===== src/rtl/control_unit_pkg.sv =====
// Shared constants for the 8-bit CPU sequencer: opcodes, bus/ALU codes,
// CCR bit positions, state encoding and the packed control-strobe bundle.
package control_unit_pkg;

  localparam int STATE_W = 6;

  localparam logic [7:0] OP_LDA_IMM = 8'h86;
  localparam logic [7:0] OP_LDA_DIR = 8'h87;
  localparam logic [7:0] OP_LDB_IMM = 8'h88;
  localparam logic [7:0] OP_LDB_DIR = 8'h89;
  localparam logic [7:0] OP_STA_DIR = 8'h96;
  localparam logic [7:0] OP_STB_DIR = 8'h97;
  localparam logic [7:0] OP_ADD_AB  = 8'h42;
  localparam logic [7:0] OP_SUB_AB  = 8'h43;
  localparam logic [7:0] OP_AND_AB  = 8'h44;
  localparam logic [7:0] OP_OR_AB   = 8'h45;
  localparam logic [7:0] OP_INCA    = 8'h46;
  localparam logic [7:0] OP_DECA    = 8'h47;
  localparam logic [7:0] OP_BRA     = 8'h20;
  localparam logic [7:0] OP_BMI     = 8'h21;
  localparam logic [7:0] OP_BPL     = 8'h22;
  localparam logic [7:0] OP_BEQ     = 8'h23;
  localparam logic [7:0] OP_BNE     = 8'h24;
  localparam logic [7:0] OP_BVS     = 8'h25;
  localparam logic [7:0] OP_BVC     = 8'h26;
  localparam logic [7:0] OP_BCS     = 8'h27;
  localparam logic [7:0] OP_BCC     = 8'h28;

  localparam logic [2:0] ALU_ADD  = 3'b000;
  localparam logic [2:0] ALU_SUB  = 3'b001;
  localparam logic [2:0] ALU_AND  = 3'b010;
  localparam logic [2:0] ALU_OR   = 3'b011;
  localparam logic [2:0] ALU_INCA = 3'b100;
  localparam logic [2:0] ALU_DECA = 3'b101;

  localparam logic [1:0] BUS1_PC = 2'b00;
  localparam logic [1:0] BUS1_A  = 2'b01;
  localparam logic [1:0] BUS1_B  = 2'b10;

  localparam logic [1:0] BUS2_ALU  = 2'b00;
  localparam logic [1:0] BUS2_BUS1 = 2'b01;
  localparam logic [1:0] BUS2_MEM  = 2'b10;

  localparam int CCR_N = 3;
  localparam int CCR_Z = 2;
  localparam int CCR_V = 1;
  localparam int CCR_C = 0;

  typedef enum logic [STATE_W-1:0] {
    S_FETCH_0, S_FETCH_1, S_FETCH_2, S_DECODE_3,
    S_LDA_IMM_4, S_LDA_IMM_5, S_LDA_IMM_6,
    S_LDB_IMM_4, S_LDB_IMM_5, S_LDB_IMM_6,
    S_LDA_DIR_4, S_LDA_DIR_5, S_LDA_DIR_6, S_LDA_DIR_7, S_LDA_DIR_8,
    S_LDB_DIR_4, S_LDB_DIR_5, S_LDB_DIR_6, S_LDB_DIR_7, S_LDB_DIR_8,
    S_STA_DIR_4, S_STA_DIR_5, S_STA_DIR_6, S_STA_DIR_7,
    S_STB_DIR_4, S_STB_DIR_5, S_STB_DIR_6, S_STB_DIR_7,
    S_ADD_AB_4, S_SUB_AB_4, S_AND_AB_4, S_OR_AB_4, S_INCA_4, S_DECA_4,
    S_BRA_4, S_BRA_5, S_BRA_6, S_BR_SKIP_4
  } state_t;

  typedef struct packed {
    logic       ir_load;
    logic       mar_load;
    logic       pc_load;
    logic       pc_inc;
    logic       a_load;
    logic       b_load;
    logic [2:0] alu_sel;
    logic       ccr_load;
    logic [1:0] bus1_sel;
    logic [1:0] bus2_sel;
    logic       write;
  } ctrl_t;

  // One-cycle ALU operation that lands in A and updates the flags.
  function automatic ctrl_t alu_step(input logic [2:0] sel, input logic [1:0] src);
    ctrl_t c;
    c          = '0;
    c.bus1_sel = src;
    c.alu_sel  = sel;
    c.bus2_sel = BUS2_ALU;
    c.a_load   = 1'b1;
    c.ccr_load = 1'b1;
    return c;
  endfunction

endpackage


===== src/rtl/control_unit_if.sv =====
// Control bundle between the sequencer (master) and the CPU data path (slave).
interface control_unit_if;
  import control_unit_pkg::*;

  logic [7:0] IR;
  logic [3:0] CCR_Result;
  logic       IR_Load;
  logic       MAR_Load;
  logic       PC_Load;
  logic       PC_Inc;
  logic       A_Load;
  logic       B_Load;
  logic [2:0] ALU_Sel;
  logic       CCR_Load;
  logic [1:0] Bus1_Sel;
  logic [1:0] Bus2_Sel;
  logic       write;

  modport master (
    input  IR, CCR_Result,
    output IR_Load, MAR_Load, PC_Load, PC_Inc, A_Load, B_Load,
           ALU_Sel, CCR_Load, Bus1_Sel, Bus2_Sel, write
  );

  modport slave (
    output IR, CCR_Result,
    input  IR_Load, MAR_Load, PC_Load, PC_Inc, A_Load, B_Load,
           ALU_Sel, CCR_Load, Bus1_Sel, Bus2_Sel, write
  );
endinterface


===== src/rtl/control_unit_branch_cond.sv =====
// Combinational branch evaluator: decides whether a conditional branch opcode
// is taken given the current NZVC flags.
module control_unit_branch_cond
  import control_unit_pkg::*;
(
  input  logic [7:0] ir_i,
  input  logic [3:0] ccr_i,
  output logic       take_o
);

  always_comb begin
    take_o = 1'b0;
    case (ir_i)
      OP_BMI:  take_o =  ccr_i[CCR_N];
      OP_BPL:  take_o = ~ccr_i[CCR_N];
      OP_BEQ:  take_o =  ccr_i[CCR_Z];
      OP_BNE:  take_o = ~ccr_i[CCR_Z];
      OP_BVS:  take_o =  ccr_i[CCR_V];
      OP_BVC:  take_o = ~ccr_i[CCR_V];
      OP_BCS:  take_o =  ccr_i[CCR_C];
      OP_BCC:  take_o = ~ccr_i[CCR_C];
      default: take_o = 1'b0;
    endcase
  end

endmodule


===== src/rtl/control_unit.sv =====
// Moore sequencer for the 8-bit CPU: fetch -> decode -> execute, with all
// data-path strobes decoded purely from the current state.
module control_unit
  import control_unit_pkg::*;
(
  input  logic           clk,
  input  logic           reset,
  control_unit_if.master bus
);

  state_t state_q, state_d;
  ctrl_t  ctrl;
  logic   take;

  control_unit_branch_cond u_branch_cond (
    .ir_i   (bus.IR),
    .ccr_i  (bus.CCR_Result),
    .take_o (take)
  );

  always_ff @(posedge clk or negedge reset) begin
    if (!reset) state_q <= S_FETCH_0;
    else        state_q <= state_d;
  end

  always_comb begin
    state_d = S_FETCH_0;
    case (state_q)
      S_FETCH_0:   state_d = S_FETCH_1;
      S_FETCH_1:   state_d = S_FETCH_2;
      S_FETCH_2:   state_d = S_DECODE_3;
      S_DECODE_3: begin
        case (bus.IR)
          OP_LDA_IMM: state_d = S_LDA_IMM_4;
          OP_LDB_IMM: state_d = S_LDB_IMM_4;
          OP_LDA_DIR: state_d = S_LDA_DIR_4;
          OP_LDB_DIR: state_d = S_LDB_DIR_4;
          OP_STA_DIR: state_d = S_STA_DIR_4;
          OP_STB_DIR: state_d = S_STB_DIR_4;
          OP_ADD_AB:  state_d = S_ADD_AB_4;
          OP_SUB_AB:  state_d = S_SUB_AB_4;
          OP_AND_AB:  state_d = S_AND_AB_4;
          OP_OR_AB:   state_d = S_OR_AB_4;
          OP_INCA:    state_d = S_INCA_4;
          OP_DECA:    state_d = S_DECA_4;
          OP_BRA:     state_d = S_BRA_4;
          // Flags are sampled only here; later CCR changes cannot redirect us.
          OP_BMI, OP_BPL, OP_BEQ, OP_BNE,
          OP_BVS, OP_BVC, OP_BCS, OP_BCC:
                      state_d = take ? S_BRA_4 : S_BR_SKIP_4;
          default:    state_d = S_FETCH_0;
        endcase
      end
      S_LDA_IMM_4: state_d = S_LDA_IMM_5;
      S_LDA_IMM_5: state_d = S_LDA_IMM_6;
      S_LDB_IMM_4: state_d = S_LDB_IMM_5;
      S_LDB_IMM_5: state_d = S_LDB_IMM_6;
      S_LDA_DIR_4: state_d = S_LDA_DIR_5;
      S_LDA_DIR_5: state_d = S_LDA_DIR_6;
      S_LDA_DIR_6: state_d = S_LDA_DIR_7;
      S_LDA_DIR_7: state_d = S_LDA_DIR_8;
      S_LDB_DIR_4: state_d = S_LDB_DIR_5;
      S_LDB_DIR_5: state_d = S_LDB_DIR_6;
      S_LDB_DIR_6: state_d = S_LDB_DIR_7;
      S_LDB_DIR_7: state_d = S_LDB_DIR_8;
      S_STA_DIR_4: state_d = S_STA_DIR_5;
      S_STA_DIR_5: state_d = S_STA_DIR_6;
      S_STA_DIR_6: state_d = S_STA_DIR_7;
      S_STB_DIR_4: state_d = S_STB_DIR_5;
      S_STB_DIR_5: state_d = S_STB_DIR_6;
      S_STB_DIR_6: state_d = S_STB_DIR_7;
      S_BRA_4:     state_d = S_BRA_5;
      S_BRA_5:     state_d = S_BRA_6;
      default:     state_d = S_FETCH_0;
    endcase
  end

  always_comb begin
    ctrl = '0;
    case (state_q)
      S_FETCH_0, S_LDA_IMM_4, S_LDB_IMM_4, S_LDA_DIR_4, S_LDB_DIR_4,
      S_STA_DIR_4, S_STB_DIR_4, S_BRA_4: begin
        ctrl.bus1_sel = BUS1_PC;
        ctrl.bus2_sel = BUS2_BUS1;
        ctrl.mar_load = 1'b1;
      end
      S_FETCH_1, S_LDA_IMM_5, S_LDB_IMM_5, S_LDA_DIR_5, S_LDB_DIR_5,
      S_STA_DIR_5, S_STB_DIR_5, S_BR_SKIP_4: begin
        ctrl.pc_inc = 1'b1;
      end
      S_FETCH_2: begin
        ctrl.bus2_sel = BUS2_MEM;
        ctrl.ir_load  = 1'b1;
      end
      // Direct addressing: the operand byte becomes the next memory address.
      S_LDA_DIR_6, S_LDB_DIR_6, S_STA_DIR_6, S_STB_DIR_6: begin
        ctrl.bus2_sel = BUS2_MEM;
        ctrl.mar_load = 1'b1;
      end
      S_LDA_IMM_6, S_LDA_DIR_8: begin
        ctrl.bus2_sel = BUS2_MEM;
        ctrl.a_load   = 1'b1;
      end
      S_LDB_IMM_6, S_LDB_DIR_8: begin
        ctrl.bus2_sel = BUS2_MEM;
        ctrl.b_load   = 1'b1;
      end
      S_STA_DIR_7: begin
        ctrl.bus1_sel = BUS1_A;
        ctrl.write    = 1'b1;
      end
      S_STB_DIR_7: begin
        ctrl.bus1_sel = BUS1_B;
        ctrl.write    = 1'b1;
      end
      S_ADD_AB_4:  ctrl = alu_step(ALU_ADD,  BUS1_B);
      S_SUB_AB_4:  ctrl = alu_step(ALU_SUB,  BUS1_B);
      S_AND_AB_4:  ctrl = alu_step(ALU_AND,  BUS1_B);
      S_OR_AB_4:   ctrl = alu_step(ALU_OR,   BUS1_B);
      S_INCA_4:    ctrl = alu_step(ALU_INCA, BUS1_A);
      S_DECA_4:    ctrl = alu_step(ALU_DECA, BUS1_A);
      S_BRA_6: begin
        ctrl.bus2_sel = BUS2_MEM;
        ctrl.pc_load  = 1'b1;
      end
      default: ctrl = '0;
    endcase
    // Hold every strobe quiet while reset is asserted.
    if (!reset) ctrl = '0;
  end

  assign bus.IR_Load  = ctrl.ir_load;
  assign bus.MAR_Load = ctrl.mar_load;
  assign bus.PC_Load  = ctrl.pc_load;
  assign bus.PC_Inc   = ctrl.pc_inc;
  assign bus.A_Load   = ctrl.a_load;
  assign bus.B_Load   = ctrl.b_load;
  assign bus.ALU_Sel  = ctrl.alu_sel;
  assign bus.CCR_Load = ctrl.ccr_load;
  assign bus.Bus1_Sel = ctrl.bus1_sel;
  assign bus.Bus2_Sel = ctrl.bus2_sel;
  assign bus.write    = ctrl.write;

endmodule


===== src/flat_wrapper.sv =====
// flat-port wrapper written by rule: the top's interface ports become plain ports
module control_unit_flat import control_unit_pkg::*;
  (clk, reset, bus_IR, bus_CCR_Result, bus_IR_Load, bus_MAR_Load, bus_PC_Load, bus_PC_Inc, bus_A_Load, bus_B_Load, bus_ALU_Sel, bus_CCR_Load, bus_Bus1_Sel, bus_Bus2_Sel, bus_write);
  control_unit_if bus_i ();
  input  logic clk;
  input  logic reset;
  input wire logic [$bits(bus_i.IR)-1:0] bus_IR;
  input wire logic [$bits(bus_i.CCR_Result)-1:0] bus_CCR_Result;
  output wire logic [$bits(bus_i.IR_Load)-1:0] bus_IR_Load;
  output wire logic [$bits(bus_i.MAR_Load)-1:0] bus_MAR_Load;
  output wire logic [$bits(bus_i.PC_Load)-1:0] bus_PC_Load;
  output wire logic [$bits(bus_i.PC_Inc)-1:0] bus_PC_Inc;
  output wire logic [$bits(bus_i.A_Load)-1:0] bus_A_Load;
  output wire logic [$bits(bus_i.B_Load)-1:0] bus_B_Load;
  output wire logic [$bits(bus_i.ALU_Sel)-1:0] bus_ALU_Sel;
  output wire logic [$bits(bus_i.CCR_Load)-1:0] bus_CCR_Load;
  output wire logic [$bits(bus_i.Bus1_Sel)-1:0] bus_Bus1_Sel;
  output wire logic [$bits(bus_i.Bus2_Sel)-1:0] bus_Bus2_Sel;
  output wire logic [$bits(bus_i.write)-1:0] bus_write;
  assign bus_i.IR = bus_IR;
  assign bus_i.CCR_Result = bus_CCR_Result;
  assign bus_IR_Load = bus_i.IR_Load;
  assign bus_MAR_Load = bus_i.MAR_Load;
  assign bus_PC_Load = bus_i.PC_Load;
  assign bus_PC_Inc = bus_i.PC_Inc;
  assign bus_A_Load = bus_i.A_Load;
  assign bus_B_Load = bus_i.B_Load;
  assign bus_ALU_Sel = bus_i.ALU_Sel;
  assign bus_CCR_Load = bus_i.CCR_Load;
  assign bus_Bus1_Sel = bus_i.Bus1_Sel;
  assign bus_Bus2_Sel = bus_i.Bus2_Sel;
  assign bus_write = bus_i.write;
  control_unit u_core (.clk(clk), .reset(reset), .bus(bus_i));
endmodule

===== config.mk =====
export PLATFORM = sky130hd
export DESIGN_NAME = control_unit_flat
export DESIGN_NICKNAME = d
export VERILOG_FILES = /design/src/rtl/control_unit_pkg.sv /design/src/rtl/control_unit_if.sv /design/src/rtl/control_unit_branch_cond.sv /design/src/rtl/control_unit.sv /design/src/flat_wrapper.sv
export SDC_FILE = /design/constraint.sdc
export NUM_CORES = 1
export LEC_CHECK = 0
export CAP_MARGIN = 20
export CORE_AREA = 10 10 79 88
export CTS_CLUSTER_DIAMETER = 200
export CTS_CLUSTER_SIZE = 16
export DETAILED_ROUTE_END_ITERATION = 8
export DIE_AREA = 0 0 89 98
export MAX_ROUTING_LAYER = met4
export PLACE_DENSITY = 0.46
export SLEW_MARGIN = 30
export SYNTH_ARGS = -nofsm -noshare
export SYNTH_HDL_FRONTEND = slang
export SYNTH_SLANG_ARGS = --single-unit

===== constraint.sdc =====
create_clock -name clk -period 2.5 [get_ports clk]
set_clock_uncertainty 0.15 [all_clocks]
set_input_delay 0.75 -clock clk [delete_from_list [all_inputs] [get_ports clk]]
set_output_delay 0.75 -clock clk [all_outputs]
set_load 0.01 [all_outputs]

==> results of run 1 <==
## power by group through the flow
stage	combinational [mW]	clock, mW	sequential (mW)
after floorplan	0.303	0	0.119
after global placement	0.602	0	0.144
after detailed placement	0.601	0	0.144
after CTS	0.687	0.144	0.143
after global routing	0.848	0.155	0.150
final	0.783	0.142	0.148
## cell type report
class | count | area (um2) | share of cell area
sequential | 6 | 156 | 0.0627
multi-input combinational | 152 | 1230 | 0.493
timing repair buffer | 120 | 972 | 0.390
clock buffer | 3 | 41.3 | 0.0166
inverter | 5 | 18.8 | 0.00753
tap | 60 | 75.1 | 0.0301
## critical path: cells and delay by family, from the launching register on
family / cells / cell delay (ns)
simple gates: 3 / 0.48
compound gates: 2 / 0.21
flops: 1 / 0.45
buf+inv: 3 / 0.43
## routing by layer
layer	part of all wire	wire length (um)	up-vias	GRT usage
met4	0.014	79	0	0.0466
met5	0	0	-	-
met3	0.048	264	10	0.0116
li1	-	-	910	-
met2	0.54	2960	54	0.223
met1	0.40	2160	868	0.123
## layout by cell type, fill, tap and decap left out, types with 4 or more instances in the layout
| master | n |
|---|---|
| sky130_fd_sc_hd__buf_4 | 75 |
| sky130_fd_sc_hd__mux2i_1 | 4 |
| sky130_fd_sc_hd__a21o_1 | 4 |
| sky130_fd_sc_hd__o21ai_2 | 4 |
| sky130_fd_sc_hd__buf_6 | 15 |
| sky130_fd_sc_hd__nor2_1 | 9 |
| sky130_fd_sc_hd__o21ai_0 | 5 |
| sky130_fd_sc_hd__buf_2 | 13 |
| sky130_fd_sc_hd__clkbuf_2 | 4 |
| sky130_fd_sc_hd__nand2_1 | 11 |
| sky130_fd_sc_hd__nand3_1 | 5 |
| sky130_fd_sc_hd__o21ai_1 | 4 |
| sky130_fd_sc_hd__clkdlybuf4s50_1 | 7 |
| sky130_fd_sc_hd__nor2b_1 | 9 |
| sky130_fd_sc_hd__dfrtp_2 | 5 |
| sky130_fd_sc_hd__a22oi_1 | 4 |
| sky130_fd_sc_hd__a21oi_1 | 8 |
## worst paths after layout
check,startpoint,end,slack [ns]
worst max-delay path,u_core.state_q[4],bus_MAR_Load,-0.19
worst min-delay path,reset,u_core.state_q[3],0.53
worst max register to register,u_core.state_q[3],u_core.state_q[0],0.19
worst min register to register,u_core.state_q[5],u_core.state_q[3],0.66
max in group asynchronous,reset,u_core.state_q[2],1.54
min in group clk,u_core.state_q[5],u_core.state_q[3],0.66
## synth_stat cells (3+ instances only)
cell type and number:
sky130_fd_sc_hd__clkbuf_1 14, sky130_fd_sc_hd__nand2_1 12, sky130_fd_sc_hd__nor2_1 12, sky130_fd_sc_hd__nor2b_1 12, sky130_fd_sc_hd__a21oi_1 9, sky130_fd_sc_hd__o21ai_0 9
sky130_fd_sc_hd__a22oi_1 6, sky130_fd_sc_hd__dfrtp_1 6, sky130_fd_sc_hd__nand3_1 6, sky130_fd_sc_hd__inv_1 5, sky130_fd_sc_hd__a21o_1 4, sky130_fd_sc_hd__mux2i_1 4
sky130_fd_sc_hd__nand2b_1 4, sky130_fd_sc_hd__nor3_1 4, sky130_fd_sc_hd__nor3b_1 4, sky130_fd_sc_hd__o21ai_1 4, sky130_fd_sc_hd__a21boi_1 3, sky130_fd_sc_hd__a31oi_1 3
sky130_fd_sc_hd__a32oi_1 3, sky130_fd_sc_hd__nand4_1 3, sky130_fd_sc_hd__nor4b_1 3, sky130_fd_sc_hd__o22ai_1 3, sky130_fd_sc_hd__o2bb2ai_1 3, sky130_fd_sc_hd__or3_1 3
## per-stage QoR
stage / setup TNS [ns] / util / setup WS (ns)
finish: -0.794 / 0.478 / -0.189
global route: -1.67 / 0.478 / -0.293
CTS: -0.235 / 0.449 / -0.0938
detailed placement: -11.70 / 0.398 / -0.728
global placement: -11.56 / 0.398 / -0.722
floorplan: 0 / - / 0.0625
## kinds of logic (layout without fill, tap and decap cells)
| group | Yosys count | after routing | synth area share |
|---|---|---|---|
| AND/OR/NAND/NOR | 77 | 77 | 0.367 |
| AO/OA/AOI/OAI | 67 | 67 | 0.386 |
| buffers and inverters | 21 | 128 | 0.0643 |
| flip-flops | 6 | 6 | 0.120 |
| multiplexers | 5 | 5 | 0.0412 |
| XOR/XNOR | 3 | 3 | 0.0211 |
## repair_timing
item | in CTS | in global routing
setup buffers | 14 | 8
resized for setup | 109 | 41
hold endpoints to repair | 0 | 0
pin swaps | 16 | 14
endpoints found under the setup margin | 20 | 20
==> impl_metrics.xml, run 1 <==
<?xml version="1.0" encoding="UTF-8"?>
<metrics>
  <group name="run_status">
    <metric name="result_of_the_run" unit="">finished with violations</metric>
    <metric name="failed_checks" unit="">setup timing</metric>
  </group>
  <group name="clock_network">
    <metric name="cts.clk_slew.worst_paths" unit="ns">0.04</metric>
    <metric name="clk_root_buffer_cell" unit="">sky130_fd_sc_hd__clkbuf_8</metric>
    <metric name="htree_levels" unit="">1</metric>
    <metric name="clock_sink_count" unit="">6</metric>
    <metric name="tritoncts_clock_tree" unit="">built</metric>
    <metric name="worstSkewPairLatency" unit="ns">0.22</metric>
    <metric name="post_cts_hold_buffers" unit="">0</metric>
    <metric name="cts.path.max_buffers" unit="">2</metric>
    <metric name="cts_made_buffers" unit="">3</metric>
  </group>
  <group name="power_and_ir_drop">
    <metric name="power.share.switching" unit="">0.398</metric>
    <metric name="internal-power" unit="uW">647</metric>
    <metric name="p_per_area" unit="nW/um2">431</metric>
    <metric name="p_sw" unit="uW">427</metric>
    <metric name="power.clock.fraction" unit="">0.133</metric>
    <metric name="power_frac_seq" unit="">0.138</metric>
    <metric name="post-layout-total-power" unit="mW">1.07</metric>
    <metric name="vdd_ir_drop_max" unit="mV">0.130</metric>
    <metric name="leakage" unit="nW">1.10</metric>
    <metric name="comb_power_share" unit="">0.730</metric>
  </group>
  <group name="worst_setup_path">
    <metric name="worstRegToRegCells" unit="">9</metric>
    <metric name="critical_path.max_stage_delay" unit="ns">0.45</metric>
    <metric name="criticalPathCategory" unit="">reg -&gt; out</metric>
    <metric name="critPathArrivalTime" unit="ns">1.79</metric>
    <metric name="worst_ep_required_time" unit="ns">1.60</metric>
    <metric name="critical_path.slowest_cell" unit="">sky130_fd_sc_hd__dfrtp_2</metric>
    <metric name="capturing_element_type_of_the_critical_path" unit="">primary output</metric>
    <metric name="worstPathCellList" unit="">buf_4, nor2_4, buf_6, nor2_1, nor4b_2, a211o_1, a21boi_1, buf_2</metric>
    <metric name="crit_fanout" unit="">5</metric>
    <metric name="startpoint_type" unit="">register</metric>
  </group>
  <group name="floorplan">
    <metric name="floorplan.die.height" unit="um">98</metric>
    <metric name="floorplan.initialDensity" unit="">0.239</metric>
    <metric name="io_pins" unit="">29</metric>
    <metric name="core_area" unit="um2">5220</metric>
    <metric name="die-area" unit="um2">8720</metric>
    <metric name="die_w" unit="um">89</metric>
    <metric name="rows" unit="">28</metric>
  </group>
  <group name="timing">
    <metric name="hold_violation_count_in_the_final_report" unit="">0</metric>
    <metric name="relSlewSlack" unit="">0.680</metric>
    <metric name="min_period_over_period" unit="">1.08</metric>
    <metric name="maxSlewViolCount" unit="">0</metric>
    <metric name="fin_worst_hold_slack" unit="ns">0.527</metric>
    <metric name="max_freq" unit="GHz">0.372</metric>
    <metric name="grt_setup_unrepaired" unit="">true</metric>
    <metric name="final_critical_path_setup_slack" unit="ns">-0.189</metric>
    <metric name="worst_slew_pin_slew" unit="ns">0.474</metric>
    <metric name="final.min_clock_period" unit="ns">2.69</metric>
    <metric name="report.final.setup_viol" unit="">8</metric>
  </group>
  <group name="yosys">
    <metric name="asyncSetResetFlopFracSynth" unit="">1.00</metric>
    <metric name="netlist_top_cells_area" unit="">sky130_fd_sc_hd__dfrtp_1, sky130_fd_sc_hd__nor2b_1, sky130_fd_sc_hd__clkbuf_1</metric>
    <metric name="synth.yosys.seq_area_share" unit="">0.120</metric>
    <metric name="syn_nets" unit="">193</metric>
    <metric name="netlist_area" unit="um2">1250</metric>
    <metric name="ys_ff_latch" unit="">6</metric>
    <metric name="edff_count_synth" unit="">0</metric>
    <metric name="syn-instance-count" unit="">179</metric>
    <metric name="synth-warning-count" unit="">0</metric>
    <metric name="synth_top_area_cell" unit="">sky130_fd_sc_hd__dfrtp_1</metric>
    <metric name="synthFlopType" unit="">sky130_fd_sc_hd__dfrtp_1</metric>
    <metric name="area_share_of_the_largest_cell_type_after_synthesis" unit="">0.120</metric>
    <metric name="postSynthAreaPerCell" unit="um2">6.96</metric>
    <metric name="yosysUniqueCellTypes" unit="">59</metric>
  </group>
  <group name="routing">
    <metric name="drt-initial-drc-count" unit="">57</metric>
    <metric name="detail_route.vias_per_cell" unit="">5.32</metric>
    <metric name="wl_per_cell" unit="um">15.8</metric>
    <metric name="detailedRoute.firstPassIterationCount" unit="">4</metric>
    <metric name="final_wirelength" unit="um">5470</metric>
    <metric name="route.vias.total" unit="">1842</metric>
    <metric name="drt.antenna.violating_nets" unit="">0</metric>
    <metric name="drc_errors" unit="">0</metric>
  </group>
  <group name="finish">
    <metric name="insertedDiodeCount" unit="">0</metric>
    <metric name="p_r_area_growth_vs_syn" unit="%">100</metric>
    <metric name="nets" unit="">302</metric>
    <metric name="registers.top_by_ff_count" unit="">u_core.state_q</metric>
    <metric name="final_area" unit="um2">2490</metric>
    <metric name="layout.cells.non_filler" unit="">346</metric>
    <metric name="nFillCells" unit="">516</metric>
    <metric name="post_route_cells_drive_above_1_share" unit="">0.552</metric>
    <metric name="largest_reg_flops" unit="">6</metric>
    <metric name="top_regs" unit="">u_core.state_q: 6 flops</metric>
  </group>
  <group name="global_route">
    <metric name="first_pass_grt_wire_length" unit="um">8600</metric>
    <metric name="largest_net_degree_at_the_start_of_global_routing" unit="">13</metric>
    <metric name="grt_pass1_vias" unit="">1884</metric>
    <metric name="grt.overflow.total" unit="">0</metric>
    <metric name="grtUsageTotal" unit="">0.120</metric>
    <metric name="grt_antenna_before_repair" unit="">0</metric>
  </group>
  <group name="worst_hold_path">
    <metric name="path_type_of_the_worst_min_delay_path" unit="">in -&gt; async</metric>
  </group>
  <group name="placed_design">
    <metric name="port_buffers" unit="">28</metric>
    <metric name="dp_hpwl" unit="um">3890</metric>
    <metric name="detailed_place.area" unit="um2">2080</metric>
    <metric name="gpl.final_weighted_congestion" unit="">0.831</metric>
    <metric name="placed_cells" unit="">321</metric>
  </group>
  <group name="job">
    <metric name="max_cap_viol_count" unit="">0</metric>
  </group>
</metrics>
No activity file was read; power rests on OpenSTA's default activity.
==> run 2, diff against run 1 <==
--- a/config.mk
+++ b/config.mk
@@ -17,3 +17,4 @@
 export SYNTH_ARGS = -nofsm -noshare
 export SYNTH_HDL_FRONTEND = slang
 export SYNTH_SLANG_ARGS = --single-unit
+export TNS_END_PERCENT = 50
==> run 2 against run 1 <==
Die area is the same. Count of clock-buffer cells in the layout is the same. Sequential power is essentially flat. Worst hold slack lost 0.0012 ns. The run still ends with setup timing left. Design area shrank 5.7%. Flip-flop and latch count is the same. Final cell count shrank 2.6%. Worst setup slack gained 0.072 ns. Highest routed layer unchanged.
==> impl_metrics.xml, run 2 (same netlist as run 1, synthesis figures left out) <==
<?xml version="1.0" encoding="UTF-8"?>
<metrics>
  <group name="clock_network">
    <metric name="cts.path.max_buffers" unit="">2</metric>
    <metric name="tritoncts_clock_tree" unit="">built</metric>
    <metric name="htree_levels" unit="">1</metric>
    <metric name="cts.clk_slew.worst_paths" unit="ns">0.04</metric>
    <metric name="cts_made_buffers" unit="">3</metric>
    <metric name="worstSkewPairLatency" unit="ns">0.22</metric>
    <metric name="clk_root_buffer_cell" unit="">sky130_fd_sc_hd__clkbuf_8</metric>
    <metric name="post_cts_hold_buffers" unit="">0</metric>
    <metric name="clock_sink_count" unit="">6</metric>
  </group>
  <group name="job">
    <metric name="max_cap_viol_count" unit="">0</metric>
  </group>
  <group name="timing">
    <metric name="worst_slew_pin_slew" unit="ns">0.393</metric>
    <metric name="grt_setup_unrepaired" unit="">true</metric>
    <metric name="hold_violation_count_in_the_final_report" unit="">0</metric>
    <metric name="final_critical_path_setup_slack" unit="ns">-0.117</metric>
    <metric name="maxSlewViolCount" unit="">0</metric>
    <metric name="min_period_over_period" unit="">1.05</metric>
    <metric name="final.min_clock_period" unit="ns">2.62</metric>
    <metric name="max_freq" unit="GHz">0.382</metric>
    <metric name="relSlewSlack" unit="">0.735</metric>
    <metric name="report.final.setup_viol" unit="">9</metric>
  </group>
  <group name="power_and_ir_drop">
    <metric name="post-layout-total-power" unit="uW">986</metric>
    <metric name="vdd_ir_drop_max" unit="mV">0.123</metric>
    <metric name="p_per_area" unit="nW/um2">419</metric>
    <metric name="leakage" unit="nW">1.05</metric>
  </group>
  <group name="routing">
    <metric name="drt-initial-drc-count" unit="">49</metric>
    <metric name="wl_per_cell" unit="um">14.9</metric>
    <metric name="detail_route.vias_per_cell" unit="">5.25</metric>
    <metric name="final_wirelength" unit="um">5010</metric>
    <metric name="drt.antenna.violating_nets" unit="">0</metric>
    <metric name="route.vias.total" unit="">1769</metric>
    <metric name="drc_errors" unit="">0</metric>
    <metric name="detailedRoute.firstPassIterationCount" unit="">4</metric>
  </group>
  <group name="worst_setup_path">
    <metric name="worst_ep_required_time" unit="ns">1.60</metric>
    <metric name="criticalPathCategory" unit="">reg -&gt; out</metric>
    <metric name="critical_path.slowest_cell" unit="">sky130_fd_sc_hd__dfrtp_2</metric>
    <metric name="worstPathCellList" unit="">buf_6, buf_6, nand2b_4, or3_4, a21oi_2, o21ai_1, a21boi_1, buf_2</metric>
    <metric name="startpoint_type" unit="">register</metric>
    <metric name="capturing_element_type_of_the_critical_path" unit="">primary output</metric>
    <metric name="regToRegStartpoint" unit="">u_core.state_q[3]</metric>
    <metric name="crit_path_frequent_cell" unit="">sky130_fd_sc_hd__buf_6</metric>
    <metric name="timing.reg2reg.setup_slack" unit="ns">0.23</metric>
    <metric name="crit_fanout" unit="">6</metric>
    <metric name="rr_endpoint" unit="">u_core.state_q[0]</metric>
    <metric name="critPathArrivalTime" unit="ns">1.72</metric>
    <metric name="worstRegToRegCells" unit="">9</metric>
    <metric name="critical_path.max_stage_delay" unit="ns">0.43</metric>
  </group>
  <group name="finish">
    <metric name="p_r_area_growth_vs_syn" unit="%">88.7</metric>
    <metric name="layout.core_utilization" unit="">0.450</metric>
    <metric name="post_route_cells_drive_above_1_share" unit="">0.523</metric>
    <metric name="registers.top_by_ff_count" unit="">u_core.state_q</metric>
    <metric name="nets" unit="">293</metric>
    <metric name="largest_reg_flops" unit="">6</metric>
    <metric name="top_regs" unit="">u_core.state_q: 6 flops</metric>
    <metric name="insertedDiodeCount" unit="">0</metric>
    <metric name="final_cell_mix" unit="">sky130_fd_sc_hd__buf_4, sky130_fd_sc_hd__buf_2, sky130_fd_sc_hd__nand2_1</metric>
    <metric name="most_frequent_standard_cell_in_the_layout_excluding_fill_and_tap_cells" unit="">sky130_fd_sc_hd__buf_4</metric>
  </group>
  <group name="floorplan">
    <metric name="die_w" unit="um">89</metric>
    <metric name="rows" unit="">28</metric>
    <metric name="floorplan.die.height" unit="um">98</metric>
    <metric name="die-area" unit="um2">8720</metric>
    <metric name="core_area" unit="um2">5220</metric>
    <metric name="io_pins" unit="">29</metric>
    <metric name="floorplan.initialDensity" unit="">0.239</metric>
  </group>
  <group name="worst_hold_path">
    <metric name="path_type_of_the_worst_min_delay_path" unit="">in -&gt; async</metric>
  </group>
  <group name="global_route">
    <metric name="grtUsageTotal" unit="">0.117</metric>
    <metric name="grt_pass1_vias" unit="">1838</metric>
    <metric name="first_pass_grt_wire_length" unit="um">8430</metric>
    <metric name="largest_net_degree_at_the_start_of_global_routing" unit="">13</metric>
    <metric name="grt.overflow.total" unit="">0</metric>
    <metric name="grt_antenna_before_repair" unit="">0</metric>
  </group>
  <group name="placed_design">
    <metric name="port_buffers" unit="">28</metric>
    <metric name="dp_hpwl" unit="um">3890</metric>
    <metric name="gpl.final_weighted_congestion" unit="">0.831</metric>
  </group>
  <group name="run_status">
    <metric name="failed_checks" unit="">setup timing</metric>
    <metric name="result_of_the_run" unit="">finished with violations</metric>
  </group>
</metrics>
[run 2: cell count changes in the layout (fill, tap and decap cells not counted), moves of 2 or more]
cell                       before  now
sky130_fd_sc_hd__buf_6         15   10
sky130_fd_sc_hd__buf_4         75   73
sky130_fd_sc_hd__clkbuf_2       4    6
sky130_fd_sc_hd__inv_2          3    1
sky130_fd_sc_hd__nor2b_2        0    2
[run 2: how the worst max path moves through the flow]
stage | start | cells after the start | slack (ns) | endpoint
floorplan | u_core.state_q[3] | 6 | 0.06 | bus_A_Load
global placement | reset | 5 | -0.72 | bus_Bus1_Sel[1]
detailed placement | reset | 6 | -0.73 | bus_A_Load
CTS | u_core.state_q[1] | 7 | -0.11 | bus_Bus2_Sel[0]
global route | u_core.state_q[4] | 8 | -0.24 | bus_PC_Inc
finish | u_core.state_q[4] | 8 | -0.12 | bus_PC_Inc
[run 2: per-layer routing]
metal | wire (um) | track usage
met2 | 2720 | 0.215
met4 | 57 | 0.0404
met3 | 179 | 0.0108
met5 | 0 | -
met1 | 2050 | 0.124
[run 2: per-stage QoR]
| stage | area (um2) | TNS (ns) | instances | hold slack (ns) | worst slack [ns] |
|---|---|---|---|---|---|
| 2_1_floorplan | 1250 | 0 | 179 | 0.304 | 0.0625 |
| 3_3_place_gp | 2080 | -11.56 | 321 | 0.662 | -0.722 |
| 3_5_place_dp | 2080 | -11.70 | 321 | 0.641 | -0.728 |
| 4_1_cts | 2280 | -0.474 | 335 | 0.533 | -0.109 |
| 5_1_grt | 2350 | -1.47 | 337 | 0.540 | -0.237 |
| 6_report | 2350 | -0.578 | 337 | 0.525 | -0.117 |
[run 2: power breakdown]
| part | internal, mW | total (mW) | switching, mW |
|---|---|---|---|
| logic | 0.383 | 0.698 | 0.316 |
| clock network | 0.103 | 0.142 | 0.0388 |
| registers | 0.113 | 0.145 | 0.0322 |
[run 2: area by class of cell]
type	instances	area, um2
clock buffer	3	41.3
fill	526	2870
inverter	5	21.3
multi-input combinational	152	1190
sequential	6	156
tap	60	75.1
timing repair buffer	111	865
[run 2: critical path, delay by kind of cell (launching register included)]
| family | cells | cell delay, ns |
|---|---|---|
| AO/OA/AOI/OAI | 3 | 0.33 |
| AND/OR/NAND/NOR | 2 | 0.37 |
| flip-flops | 1 | 0.43 |
| buffers and inverters | 3 | 0.37 |
[run 2: what timing repair did]
action | CTS | global route
resized for setup | 95 | 41
pin swaps | 13 | 16
buffers inserted | 11 | 2
setup endpoints to repair | 20 | 19
==> run 3, diff against run 2 <==
--- a/config.mk
+++ b/config.mk
@@ -5,7 +5,6 @@
 export SDC_FILE = /design/constraint.sdc
 export NUM_CORES = 1
 export LEC_CHECK = 0
-export CAP_MARGIN = 20
 export CORE_AREA = 10 10 79 88
 export CTS_CLUSTER_DIAMETER = 200
 export CTS_CLUSTER_SIZE = 16
==> results of run 3 <==
No change in the layout: final DEF, timing and power equal those of run 2.
